[src/rtl/inst_fetch_unit_if.sv]
// -----------------------------------------------------------------------------
// inst_fetch_unit_if
//   Bundles the fetch unit's external buses: the instruction ROM read port,
//   the redirect port from execute/branch resolution and the valid/ready
//   handshake towards decode.
//
//   master : the fetch unit (drives rom_addr and the out_* handshake)
//   slave  : the surroundings (ROM, execute, decode)
//
//   rom_addr        ROM word address
//   rom_data        ROM read data, combinational in rom_addr
//   redirect_valid  restart fetch at redirect_pc and flush
//   redirect_pc     new fetch PC
//   out_valid       FIFO head valid
//   out_ready       decode accepts the head
//   out_pc          PC of the head entry
//   out_inst        instruction of the head entry
//   out_fault       head entry is a fetch fault
// -----------------------------------------------------------------------------
interface inst_fetch_unit_if #(
    parameter int ROM_AW = 11
);
    logic [ROM_AW-1:0] rom_addr;
    logic [31:0]       rom_data;
    logic              redirect_valid;
    logic [63:0]       redirect_pc;
    logic              out_valid;
    logic              out_ready;
    logic [63:0]       out_pc;
    logic [31:0]       out_inst;
    logic              out_fault;

    modport master (
        output rom_addr,
        input  rom_data,
        input  redirect_valid,
        input  redirect_pc,
        output out_valid,
        input  out_ready,
        output out_pc,
        output out_inst,
        output out_fault
    );

    modport slave (
        input  rom_addr,
        output rom_data,
        output redirect_valid,
        output redirect_pc,
        input  out_valid,
        output out_ready,
        input  out_pc,
        input  out_inst,
        input  out_fault
    );
endinterface

[src/rtl/inst_fetch_unit.sv]
// -----------------------------------------------------------------------------
// inst_fetch_unit
//   Instruction-fetch front end. Owns the 64-bit PC, addresses an asynchronous
//   instruction ROM, and buffers {pc, inst, fault} entries in a small FIFO that
//   feeds decode. A misaligned or out-of-range PC produces one fault entry
//   carrying a NOP and halts fetch until the next redirect.
//
//   clk  rising-edge clock
//   rst  synchronous, active-high reset
//   bus  inst_fetch_unit_if.master (ROM port, redirect port, decode handshake)
//
//   Parameters: RESET_PC (PC after reset), ROM_AW (ROM word-address width),
//   DEPTH (FIFO entries, power of two, >= 2).
// -----------------------------------------------------------------------------
module inst_fetch_unit #(
    parameter logic [63:0] RESET_PC = 64'h0,
    parameter int          ROM_AW   = 11,
    parameter int          DEPTH    = 2
) (
    input  logic                clk,
    input  logic                rst,
    inst_fetch_unit_if.master   bus
);
    localparam int PW = $clog2(DEPTH);
    localparam int CW = PW + 1;
    localparam logic [CW-1:0] FULL = CW'(DEPTH);
    localparam logic [31:0]   NOP  = 32'h0000_0013;

    typedef enum logic {RUN, HALT} state_t;

    typedef struct packed {
        logic [63:0] pc;
        logic [31:0] inst;
        logic        fault;
    } entry_t;

    state_t         state, state_nxt;
    logic [63:0]    pc;
    logic [CW-1:0]  count;
    logic [PW-1:0]  wr_ptr, rd_ptr;
    entry_t         mem [DEPTH];
    entry_t         last;      // last head shown, held while the FIFO is empty
    entry_t         head;
    entry_t         wr_entry;
    logic           fault;
    logic           push;
    logic           pop;

    assign bus.rom_addr = pc[ROM_AW+1:2];

    assign fault = (pc[1:0] != 2'b00) || (pc[63:ROM_AW+2] != '0);
    assign pop   = bus.out_valid && bus.out_ready;

    assign wr_entry.pc    = pc;
    assign wr_entry.inst  = fault ? NOP : bus.rom_data;
    assign wr_entry.fault = fault;

    // ---------------- FSM: state register ----------------
    // NOTE: sequential state uses non-blocking assignments so every register
    // samples the pre-edge values of the others.
    always_ff @(posedge clk) begin
        if (rst) state <= RUN;
        else     state <= state_nxt;
    end

    // ---------------- FSM: next state ----------------
    // NOTE: default assignment first so no path leaves state_nxt unassigned
    // (which would infer a latch).
    always_comb begin
        state_nxt = state;
        if (bus.redirect_valid)  state_nxt = RUN;
        else if (push && fault)  state_nxt = HALT;
    end

    // ---------------- FSM: outputs ----------------
    // A full FIFO can still accept a push when the head leaves the same cycle.
    always_comb begin
        push = 1'b0;
        if (state == RUN && !bus.redirect_valid)
            push = (count < FULL) || pop;
    end

    // ---------------- PC, pointers, count ----------------
    always_ff @(posedge clk) begin
        if (rst) begin
            pc     <= RESET_PC;
            count  <= '0;
            wr_ptr <= '0;
            rd_ptr <= '0;
            last   <= '0;
        end else begin
            if (bus.out_valid) last <= head;
            if (bus.redirect_valid) begin
                // Redirect wins: the FIFO is discarded, including any entry
                // handshaked this cycle.
                pc     <= bus.redirect_pc;
                count  <= '0;
                wr_ptr <= '0;
                rd_ptr <= '0;
            end else begin
                if (push) begin
                    wr_ptr <= wr_ptr + PW'(1);
                    if (!fault) pc <= pc + 64'd4;
                end
                if (pop) rd_ptr <= rd_ptr + PW'(1);
                case ({push, pop})
                    2'b10:   count <= count + CW'(1);
                    2'b01:   count <= count - CW'(1);
                    default: count <= count;
                endcase
            end
        end
    end

    // ---------------- FIFO storage ----------------
    // NOTE: the storage array is not reset; count gates every read, so stale
    // contents are never visible.
    always_ff @(posedge clk) begin
        if (push) mem[wr_ptr] <= wr_entry;
    end

    assign head = (count != '0) ? mem[rd_ptr] : last;

    assign bus.out_valid = (count != '0);
    assign bus.out_pc    = head.pc;
    assign bus.out_inst  = head.inst;
    assign bus.out_fault = head.fault;

endmodule

[src/flat_wrapper.sv]
// flat-port wrapper written by rule: the top's interface ports become plain ports
module inst_fetch_unit_flat 
#(
    parameter logic [63:0] RESET_PC = 64'h0,
    parameter int          ROM_AW   = 11,
    parameter int          DEPTH    = 2
)
  (clk, rst, bus_rom_addr, bus_rom_data, bus_redirect_valid, bus_redirect_pc, bus_out_valid, bus_out_ready, bus_out_pc, bus_out_inst, bus_out_fault);
  inst_fetch_unit_if #(.ROM_AW(ROM_AW)) bus_i ();
  input  logic clk;
  input  logic rst;
  output wire logic [$bits(bus_i.rom_addr)-1:0] bus_rom_addr;
  input wire logic [$bits(bus_i.rom_data)-1:0] bus_rom_data;
  input wire logic [$bits(bus_i.redirect_valid)-1:0] bus_redirect_valid;
  input wire logic [$bits(bus_i.redirect_pc)-1:0] bus_redirect_pc;
  output wire logic [$bits(bus_i.out_valid)-1:0] bus_out_valid;
  input wire logic [$bits(bus_i.out_ready)-1:0] bus_out_ready;
  output wire logic [$bits(bus_i.out_pc)-1:0] bus_out_pc;
  output wire logic [$bits(bus_i.out_inst)-1:0] bus_out_inst;
  output wire logic [$bits(bus_i.out_fault)-1:0] bus_out_fault;
  assign bus_rom_addr = bus_i.rom_addr;
  assign bus_i.rom_data = bus_rom_data;
  assign bus_i.redirect_valid = bus_redirect_valid;
  assign bus_i.redirect_pc = bus_redirect_pc;
  assign bus_out_valid = bus_i.out_valid;
  assign bus_i.out_ready = bus_out_ready;
  assign bus_out_pc = bus_i.out_pc;
  assign bus_out_inst = bus_i.out_inst;
  assign bus_out_fault = bus_i.out_fault;
  inst_fetch_unit #(.RESET_PC(RESET_PC), .ROM_AW(ROM_AW), .DEPTH(DEPTH)) u_core (.clk(clk), .rst(rst), .bus(bus_i));
endmodule
[config.mk]
export PLATFORM = sky130hd
export DESIGN_NAME = inst_fetch_unit_flat
export DESIGN_NICKNAME = d
export VERILOG_FILES = /design/src/rtl/inst_fetch_unit_if.sv /design/src/rtl/inst_fetch_unit.sv /design/src/flat_wrapper.sv
export SDC_FILE = /design/constraint.sdc
export NUM_CORES = 1
export LEC_CHECK = 0
export CORE_MARGIN = 2
export CORE_UTILIZATION = 58
export CTS_CLUSTER_DIAMETER = 120
export DETAILED_ROUTE_END_ITERATION = 7
export PLACE_DENSITY = 0.91
export SLEW_MARGIN = 20
export SYNTH_ARGS = -nofsm -noshare
export SYNTH_HDL_FRONTEND = slang
export SYNTH_SLANG_ARGS = --single-unit
[constraint.sdc]
create_clock -name clk -period 18.7 [get_ports clk]
set_clock_uncertainty 0.2 [all_clocks]
set_input_delay 3.74 -clock clk [delete_from_list [all_inputs] [get_ports clk]]
set_output_delay 3.74 -clock clk [all_outputs]
set_load 0.05 [all_outputs]
==> results.json, run 1 <==
{
  "synthesis.area_sq_mm": 0.01361,
  "worstPathRequired_ns": 14.76,
  "status": "complete, no violations",
  "die_y_um": 157.2,
  "synth_seq_area_share_pct": 67.38,
  "grt_use_total_pct": 23.97,
  "grt_pass1_vias": 8456,
  "clockPowerShare_pct": 38.4,
  "io_buffer_count": 208,
  "clockBufferDepth": 3,
  "synth_flop_cell": "edfxtp_1",
  "final_hold_viol_count": 0,
  "ys_types": 42,
  "rsz0062_at_grt": "no",
  "crit_type": "reg -> out",
  "path_clk_slew_ns": 0.06,
  "first_iter_violations": 493,
  "fmax_mhz": 129.8,
  "hp-class": "reg -> reg",
  "dieArea_sq_mm": 0.02470,
  "start_kind": "register",
  "cts_resized": 0,
  "internal_power_uw": 1389,
  "nets": 1346,
  "sw_frac_of_total_pct": 25.54,
  "cp_max_fo": 59,
  "synth_largest_area_cell": "edfxtp_1",
  "syn_nets": 1164,
  "cts_tree": "built",
  "netSwitchingPower_uw": 476.5,
  "crit_path_end_kind": "primary output",
  "async_flop_share_pct": 0,
  "avgSynthCellArea_sq_um": 12.81,
  "slew_headroom_pct": 27.43,
  "synthToLayoutAreaGrowth_pct": 25.43,
  "drv_cap": 0,
  "num_vias": 8652,
  "synthCells": 1062,
  "ir_drop_v": 0.00008748,
  "cts-root-buf": "clkbuf_16",
  "synth_edf_count": 194,
  "synth.area.top_cells": "edfxtp_1 43%, dfxtp_1 25%, mux2i_1 9.4%",
  "grt_max_degree": 134,
  "gp_congestion": 0.7714,
  "clock_sinks": 361,
  "seq_power_share_pct": 48.3,
  "drive_above_1_share_pct": 6.918,
  "fin_total_pwr_uw": 1866,
  "setup_viol_count_final": 0,
  "drt-pass1-iter-count": 6,
  "insertion_delay_ns": 0.52,
  "core_area_sq_mm": 0.02326,
  "antenna_found_initial": 1,
  "fp.dieW_um": 157.2,
  "finalSetupTns_ns": 0,
  "ys_ff_latch": 361,
  "grt_pass1_wl_mm": 45.71,
  "synth_top_area_share_pct": 42.81,
  "start_util_pct": 58.49,
  "postCtsSetupBuffers": 0,
  "yosysWarnings": 0,
  "p_comb_share_pct": 13.3,
  "place_hpwl_mm": 18.56,
  "ctsHoldBuffers": 0,
  "numCtsBuffers": 37,
  "max_slew.worst_pin.slew_ns": 1.089,
  "layout_min_cycle_time_ns": 7.706,
  "wirelength_mm": 30.26,
  "cellPowerDensity_mw_per_mm2": 109.3,
  "detail_route.wl_per_cell_um": 19.01,
  "arrival_ns": 3.77,
  "leakage_uw": 0.005932,
  "pin_count": 209,
  "viasPerCell": 5.435,
  "rows": 56,
  "maxSlewViolCount": 0,
  "route.detailed.drc": 0,
  "min_period_over_period_pct": 41.21,
  "antenna_left": 0,
  "htree_levels": 2,
  "gr-total-overflow": 0
}
-- stage by stage --
step	cells	hold WS (ns)	utilization [%]	setup slack, ns	instance area [sq um]
detailed placement	1522	0.2649	68.01	11.27	15820
global placement	1522	0.2498	68.01	11.37	15820
floorplan	1062	0.2411	-	9.866	13610
global route	1591	0.3021	73.36	10.86	17070
CTS	1589	0.2793	73.09	10.69	17000
finish	1592	0.2815	73.37	10.99	17070
-- placed cells by master (no fill, tap or decap), types with 3 or more instances in the layout --
master,instances
nor2_1,31
edfxtp_1,194
and4_1,4
clkdlybuf4s50_1,206
nand2b_1,6
o21ai_0,98
nor4_2,4
clkbuf_8,4
a22o_1,23
clkbuf_1,12
o311a_1,3
dfxtp_1,166
nor3_1,13
xor2_1,3
inv_1,9
buf_4,9
or3b_2,3
nand2_1,109
nor2b_1,38
a31oi_1,6
nand3_1,3
nand4_1,6
mux2i_1,128
and2_1,92
nor4_1,11
clkinv_2,5
clkbuf_16,38
a21oi_1,4
-- critical path, cell delays in order (launching register included) --
cell             delay (ns)
dfxtp_4                0.79
buf_4                  0.94
mux2i_1                0.36
o21ai_0                0.30
clkdlybuf4s50_1        0.85
-- synthesized netlist by cell type, drive strengths merged, types with 17 or more instances --
cell / count
nor2b: 39
nor4: 17
clkbuf: 45
dfxtp: 167
nor2: 34
edfxtp: 194
o21ai: 98
nand2: 109
and2: 92
buf: 31
a22o: 23
mux2i: 128
-- sequential cells by signal (all words and copies together) (netlist names), named ones only --
name and count:
u_core.pc 64, u_core.rd_ptr 1, u_core.last 97, u_core.count 2, u_core.state 1, u_core.wr_ptr 1, u_core.mem 194
-- cell families (layout without fill, tap and decap cells) --
logic type | Yosys count | count (layout) | share of synthesized area (%)
buffers and inverters | 86 | 296 | 2.961
other | 0 | 1 | 0
adder cells (fa/ha/maj) | 2 | 2 | 0.1839
AO/OA/AOI/OAI | 143 | 143 | 6.464
AND/OR/NAND/NOR | 337 | 337 | 13.27
XOR/XNOR | 5 | 5 | 0.3219
flip-flops | 361 | 361 | 67.38
multiplexers | 128 | 128 | 9.416
-- layer usage --
metal	wire length [um]	up-vias	part of all wire, %	GRT usage (%)
met4	832	0	2.7	8.874
met3	1917	56	6.3	4.791
met2	15380	300	51	41.13
li1	-	4138	-	-
met1	12130	4158	40	30.21
met5	0	-	0	0
-- cell type report --
class / instances / area, sq um
Clock inverter: 13 / 130.1
Fill cell: 1525 / 6195
Clock buffer: 54 / 1051
Inverter: 10 / 37.54
Timing Repair Buffer: 219 / 2201
Antenna cell: 1 / 2.502
Sequential cell: 361 / 9173
Multi-Input combinational cell: 615 / 4074
Tap cell: 319 / 399.1
-- path summary, 6_finish.rpt --
path         cells past startpoint           from                end  slack, ns
max                              4       register      bus_out_pc[0]      10.99
min                              0  u_core.pc[34]  u_core.mem[1][67]       0.28
max reg2reg                      6  u_core.pc[13]       u_core.pc[5]      15.44
min reg2reg                      0  u_core.pc[34]  u_core.mem[1][67]       0.28
-- power by group through the flow --
stage	clock network (uW)	logic, uW	registers, uW
final	716	248	901
after global routing	757	262	905
after CTS	726	247	901
after detailed placement	0	244	917
after global placement	0	240	914
after floorplan	0	160	912
Note: power is estimated with default switching activity, not from simulation.
==> run 2: changes to the inputs <==
- CORE_UTILIZATION: 58 -> 54
- PLACE_DENSITY: 0.91 -> 0.86
- clock period: 18.7 -> 7.2 ns (I/O delays scaled with it)
==> run 2 against run 1 <==
Net effect:
- cell count rose by 0.57%
- critical path depth increased by 1
- power rose to 2.6 times the previous value
- largest power group unchanged
- critical path type unchanged
==> results.json, run 2 (same netlist as run 1, synthesis figures left out) <==
{
  "finalSetupTns_ns": 0,
  "start_kind": "register",
  "drive_above_1_share_pct": 6.457,
  "hold_path_depth": 1,
  "gp_congestion": 0.7647,
  "rsz0062_at_grt": "no",
  "nets": 1344,
  "setup_viol_count_final": 0,
  "max_slew.worst_pin.slew_ns": 1.026,
  "slew_headroom_pct": 31.63,
  "regArea_sq_mm": 0.009173,
  "fill_cells": 1764,
  "gr-total-overflow": 0,
  "multi_input_area_sq_mm": 0.004074,
  "pin_count": 209,
  "cp_max_fo": 89,
  "status": "complete, no violations",
  "r2r-start": "u_core.count[1]",
  "largest_reg_flops": 194,
  "drt-pass1-iter-count": 5,
  "final_cells": 1601,
  "grt_pass1_vias": 8739,
  "final_cell_mix": "206 x clkdlybuf4s50_1, 194 x edfxtp_1, 166 x dfxtp_1, 128 x mux2i_1, 109 x nand2_1",
  "insertion_delay_ns": 0.52,
  "clockBufferDepth": 3,
  "reg2reg_depth": 7,
  "cp_top_family": "buffers and inverters",
  "synthToLayoutAreaGrowth_pct": 24.88,
  "grt_max_degree": 90,
  "fmax_mhz": 194.3,
  "fp.dieW_um": 162.7,
  "place_hpwl_mm": 18.66,
  "hp-class": "reg -> reg",
  "worstPathRequired_ns": 5.56,
  "io_buffer_count": 208,
  "top_register": "u_core.mem",
  "htree_levels": 2,
  "final_hold_viol_count": 0,
  "first_iter_violations": 542,
  "clock_sinks": 361,
  "cts-root-buf": "clkbuf_16",
  "crit_path_end_kind": "primary output",
  "leakage_uw": 0.005894,
  "ctsHoldBuffers": 0,
  "route.detailed.drc": 0,
  "whs_endpoint": "u_core.state",
  "min_period_over_period_pct": 71.48,
  "worst-path-buf-inv": 2,
  "regToRegEndpoint": "u_core.count[1]",
  "core_area_sq_mm": 0.02496,
  "cp_cell_sequence": "nor2_4 -> buf_4 -> nand2_1 -> o21ai_0 -> clkdlybuf4s50_1",
  "final_common_cell": "clkdlybuf4s50_1",
  "antenna_found_initial": 1,
  "min_from": "u_core.state",
  "crit_type": "reg -> out",
  "largestRegisters": "u_core.mem x194, u_core.last x97, u_core.pc x64",
  "drv_cap": 0,
  "post-route-util_pct": 68.07,
  "place_inst": 1534,
  "cellPowerDensity_mw_per_mm2": 280.7,
  "num_vias": 8601,
  "maxSlewViolCount": 0,
  "dieArea_sq_mm": 0.02648,
  "viasPerCell": 5.372,
  "rows": 58,
  "detail_route.wl_per_cell_um": 18.50,
  "start_util_pct": 54.51,
  "numCtsBuffers": 36,
  "wirelength_mm": 29.61,
  "cts_resized": 0,
  "max_stage_delay_ns": 0.91,
  "critPathSlowestCell": "clkdlybuf4s50_1",
  "die_y_um": 162.7,
  "postCtsSetupBuffers": 0,
  "ir_drop_v": 0.0001794,
  "grt_pass1_wl_mm": 45.97,
  "cts_tree": "built",
  "layout_min_cycle_time_ns": 5.147,
  "path_clk_slew_ns": 0.06,
  "rrSetupSlack_ns": 3.85,
  "grt_use_total_pct": 22.30,
  "fin_total_pwr_uw": 4770,
  "antenna_left": 0,
  "arrival_ns": 3.51
}
==> run 2: routing by layer <==
layer / global-route usage, % / up-vias / wire, um
li1: - / 4131 / -
met2: 38.56 / 224 / 14990
met4: 8.729 / 0 / 929
met3: 3.489 / 61 / 1347
met5: 0 / - / 0
met1: 28.29 / 4185 / 12350
==> run 2: metrics by stage <==
step | worst slack (ns) | hold slack (ns) | area (sq um)
2_1_floorplan | 0.6664 | 0.2411 | 13610
3_3_place_gp | 2.640 | 0.2500 | 15840
3_5_place_dp | 2.582 | 0.2692 | 15850
4_1_cts | 2.017 | 0.2799 | 16990
5_1_grt | 1.832 | 0.3052 | 16990
6_report | 2.053 | 0.2834 | 16990
==> run 2: cell type report <==
type	count	share of cell area (%)
clock inverters	11	0.5007
well taps	330	2.430
repair buffers	218	12.67
multi-input cells	615	23.97
clock buffers	55	6.207
diodes	1	0.01473
inverters	10	0.2209
flip-flops and latches	361	53.98
==> run 2: worst reg2reg max path, delay by kind of cell (launching register included) <==
family / cells / cell delay, ns
compound gates: 1 / 0.14
fa+ha+maj: 1 / 0.35
simple gates: 3 / 1.26
flops: 1 / 0.36
buf+inv: 2 / 0.99
==> run 2: power by group <==
group | switching, uW | internal [uW] | total, uW
clock | 743 | 1050 | 1790
combinational | 411 | 226 | 636
sequential | 54.6 | 2280 | 2340
==> run 2: worst max path at each step <==
stage / start / end / slack, ns / cells after the start
6_report: u_core.count[1] / bus_out_pc[63] / 2.05 / 5
5_1_grt: u_core.count[1] / bus_out_pc[63] / 1.83 / 5
4_1_cts: u_core.count[1] / bus_out_pc[63] / 2.02 / 5
3_5_place_dp: u_core.count[1] / bus_out_pc[63] / 2.58 / 5
3_3_place_gp: u_core.count[1] / bus_out_pc[63] / 2.64 / 5
2_1_floorplan: bus_redirect_valid / u_core.mem[0][0] / 0.67 / 3
==> run 3: changes to the inputs <==
- clock period: 7.2 -> 5.38 ns (I/O delays scaled with it)
==> run 3 against run 2 <==
Net effect:
- worst hold slack worse by 0.0077 ns
- cell count grew 0.37%
- global-route usage increased by 0.71 points
- sequential share of layout area is 0.51 points lower
- non-clock buffer count increased by 4
- die area unchanged
- sequential cell count is the same
- first-iteration DRC count grew 14%
- count of clock-buffer cells in the layout grew 4
- routed wire length is 3.2% higher
- clock power is 41% higher
- highest routed layer unchanged
==> results.json, run 3 (same netlist as run 1, synthesis figures left out) <==
{
  "slew_headroom_pct": 31.23,
  "cts_tree": "built",
  "grt_max_degree": 154,
  "grt_use_total_pct": 23.01,
  "die_y_um": 162.7,
  "num_vias": 8744,
  "max_slew.worst_pin.slew_ns": 1.032,
  "numCtsBuffers": 37,
  "dpl-instance-area_sq_mm": 0.01592,
  "drive_above_1_share_pct": 7.288,
  "met2_length_mm": 15.17,
  "maxSlewViolCount": 0,
  "arrival_ns": 3.11,
  "reg2reg_depth": 6,
  "postCtsSetupBuffers": 0,
  "wirelength_mm": 30.56,
  "place_hpwl_mm": 18.96,
  "rsz0062_at_grt": "no",
  "ir_drop_v": 0.0003093,
  "route.detailed.drc": 0,
  "regArea_sq_mm": 0.009173,
  "pin_count": 209,
  "hp-class": "reg -> reg",
  "detail_route.wl_per_cell_um": 19.02,
  "wl_met3_mm": 1.804,
  "clockBufferDepth": 3,
  "path_clk_slew_ns": 0.06,
  "drt-met1-wl_mm": 12.60,
  "first_iter_violations": 619,
  "fp.dieW_um": 162.7,
  "worstPathRequired_ns": 4.10,
  "ctsHoldBuffers": 0,
  "cts_resized": 0,
  "grt_pass1_wl_mm": 47.33,
  "drv_cap": 0,
  "hold_path_depth": 1,
  "leakage_uw": 0.005970,
  "drt-pass1-iter-count": 4,
  "fmax_mhz": 228.0,
  "clock_sinks": 361,
  "layout_min_cycle_time_ns": 4.385,
  "antenna_left": 0,
  "dieArea_sq_mm": 0.02648,
  "synthToLayoutAreaGrowth_pct": 26.07,
  "final_area_sq_mm": 0.01715,
  "multi_input_area_sq_mm": 0.004069,
  "min_from": "u_core.state",
  "start_util_pct": 54.51,
  "largest_reg_flops": 194,
  "nets": 1349,
  "final_common_cell": "clkdlybuf4s50_1",
  "regToRegEndpoint": "u_core.pc[5]",
  "whs_endpoint": "u_core.state",
  "status": "complete, no violations",
  "cellPowerDensity_mw_per_mm2": 380.4,
  "htree_levels": 2,
  "io_buffer_count": 208,
  "start_kind": "register",
  "min_period_over_period_pct": 81.51,
  "antenna_found_initial": 1,
  "viasPerCell": 5.441,
  "core_area_sq_mm": 0.02496,
  "grt_pass1_vias": 8690,
  "largestRegisters": "u_core.mem x194, u_core.last x97, u_core.pc x64",
  "gr-total-overflow": 0,
  "rrSetupSlack_ns": 2.16,
  "r2r-start": "u_core.pc[14]",
  "final_hold_viol_count": 0,
  "crit_path_end_kind": "primary output",
  "rows": 58,
  "fill_cells": 1703,
  "crit_type": "reg -> out",
  "gp_congestion": 0.7644,
  "insertion_delay_ns": 0.52,
  "cts-root-buf": "clkbuf_16",
  "finalSetupTns_ns": 0,
  "setup_viol_count_final": 0,
  "highest_layer": "met4",
  "top_register": "u_core.mem",
  "cp_max_fo": 45,
  "final_cell_mix": "206 x clkdlybuf4s50_1, 194 x edfxtp_1, 166 x dfxtp_1, 128 x mux2i_1, 109 x nand2_1"
}
==> run 3: area by class of cell <==
class                      instances  area share (%)
clock buffer                      59           6.710
antenna                            1         0.01459
inverter                          10          0.2188
clock inverter                     9          0.4595
tap                              330           2.407
multi-input combinational        615           23.72
timing repair buffer             222           13.00
sequential                       361           53.47
==> run 3: where the power goes <==
group / switching (uW) / internal (uW) / total, uW
Sequential: 75.6 / 3060 / 3130
Combinational: 551 / 309 / 860
Clock: 1010 / 1520 / 2530
Total: 1640 / 4890 / 6530
==> run 3: how the worst max path moves through the flow <==
stage                       startpoint          endpoint  slack, ns  cells past startpoint
floorplan           bus_redirect_valid  u_core.mem[0][0]       0.84                      3
global route                  register     bus_out_pc[0]       0.85                      4
global placement              register     bus_out_pc[0]       1.56                      4
CTS                           register     bus_out_pc[0]       0.91                      4
detailed placement            register     bus_out_pc[0]       1.50                      4
finish                        register     bus_out_fault       0.99                      4
==> run 3: stage by stage <==
stage | setup slack (ns) | util (%) | hold slack (ns) | power [uW] | cells
5_1_grt | 0.8520 | 68.70 | 0.3046 | 6731 | 1606
2_1_floorplan | 0.8420 | - | 0.2411 | 3722 | 1062
3_5_place_dp | 1.504 | 63.78 | 0.2677 | 4049 | 1538
4_1_cts | 0.9105 | 68.70 | 0.2807 | 6569 | 1606
6_report | 0.9946 | 68.71 | 0.2757 | 6525 | 1607
3_3_place_gp | 1.556 | 63.78 | 0.2469 | 4025 | 1538
==> run 3: worst max-delay path: stages (launching register included) <==
cell	delay [ns]
dfxtp_4	0.89
buf_12	0.35
mux2i_1	0.12
o21ai_0	0.28
clkdlybuf4s50_1	0.90
==> run 3: per-layer routing <==
layer	GRT usage (%)	up-vias
met2	38.73	279
met5	0	-
li1	-	4140
met1	29.66	4257
met3	4.660	68
met4	8.447	0
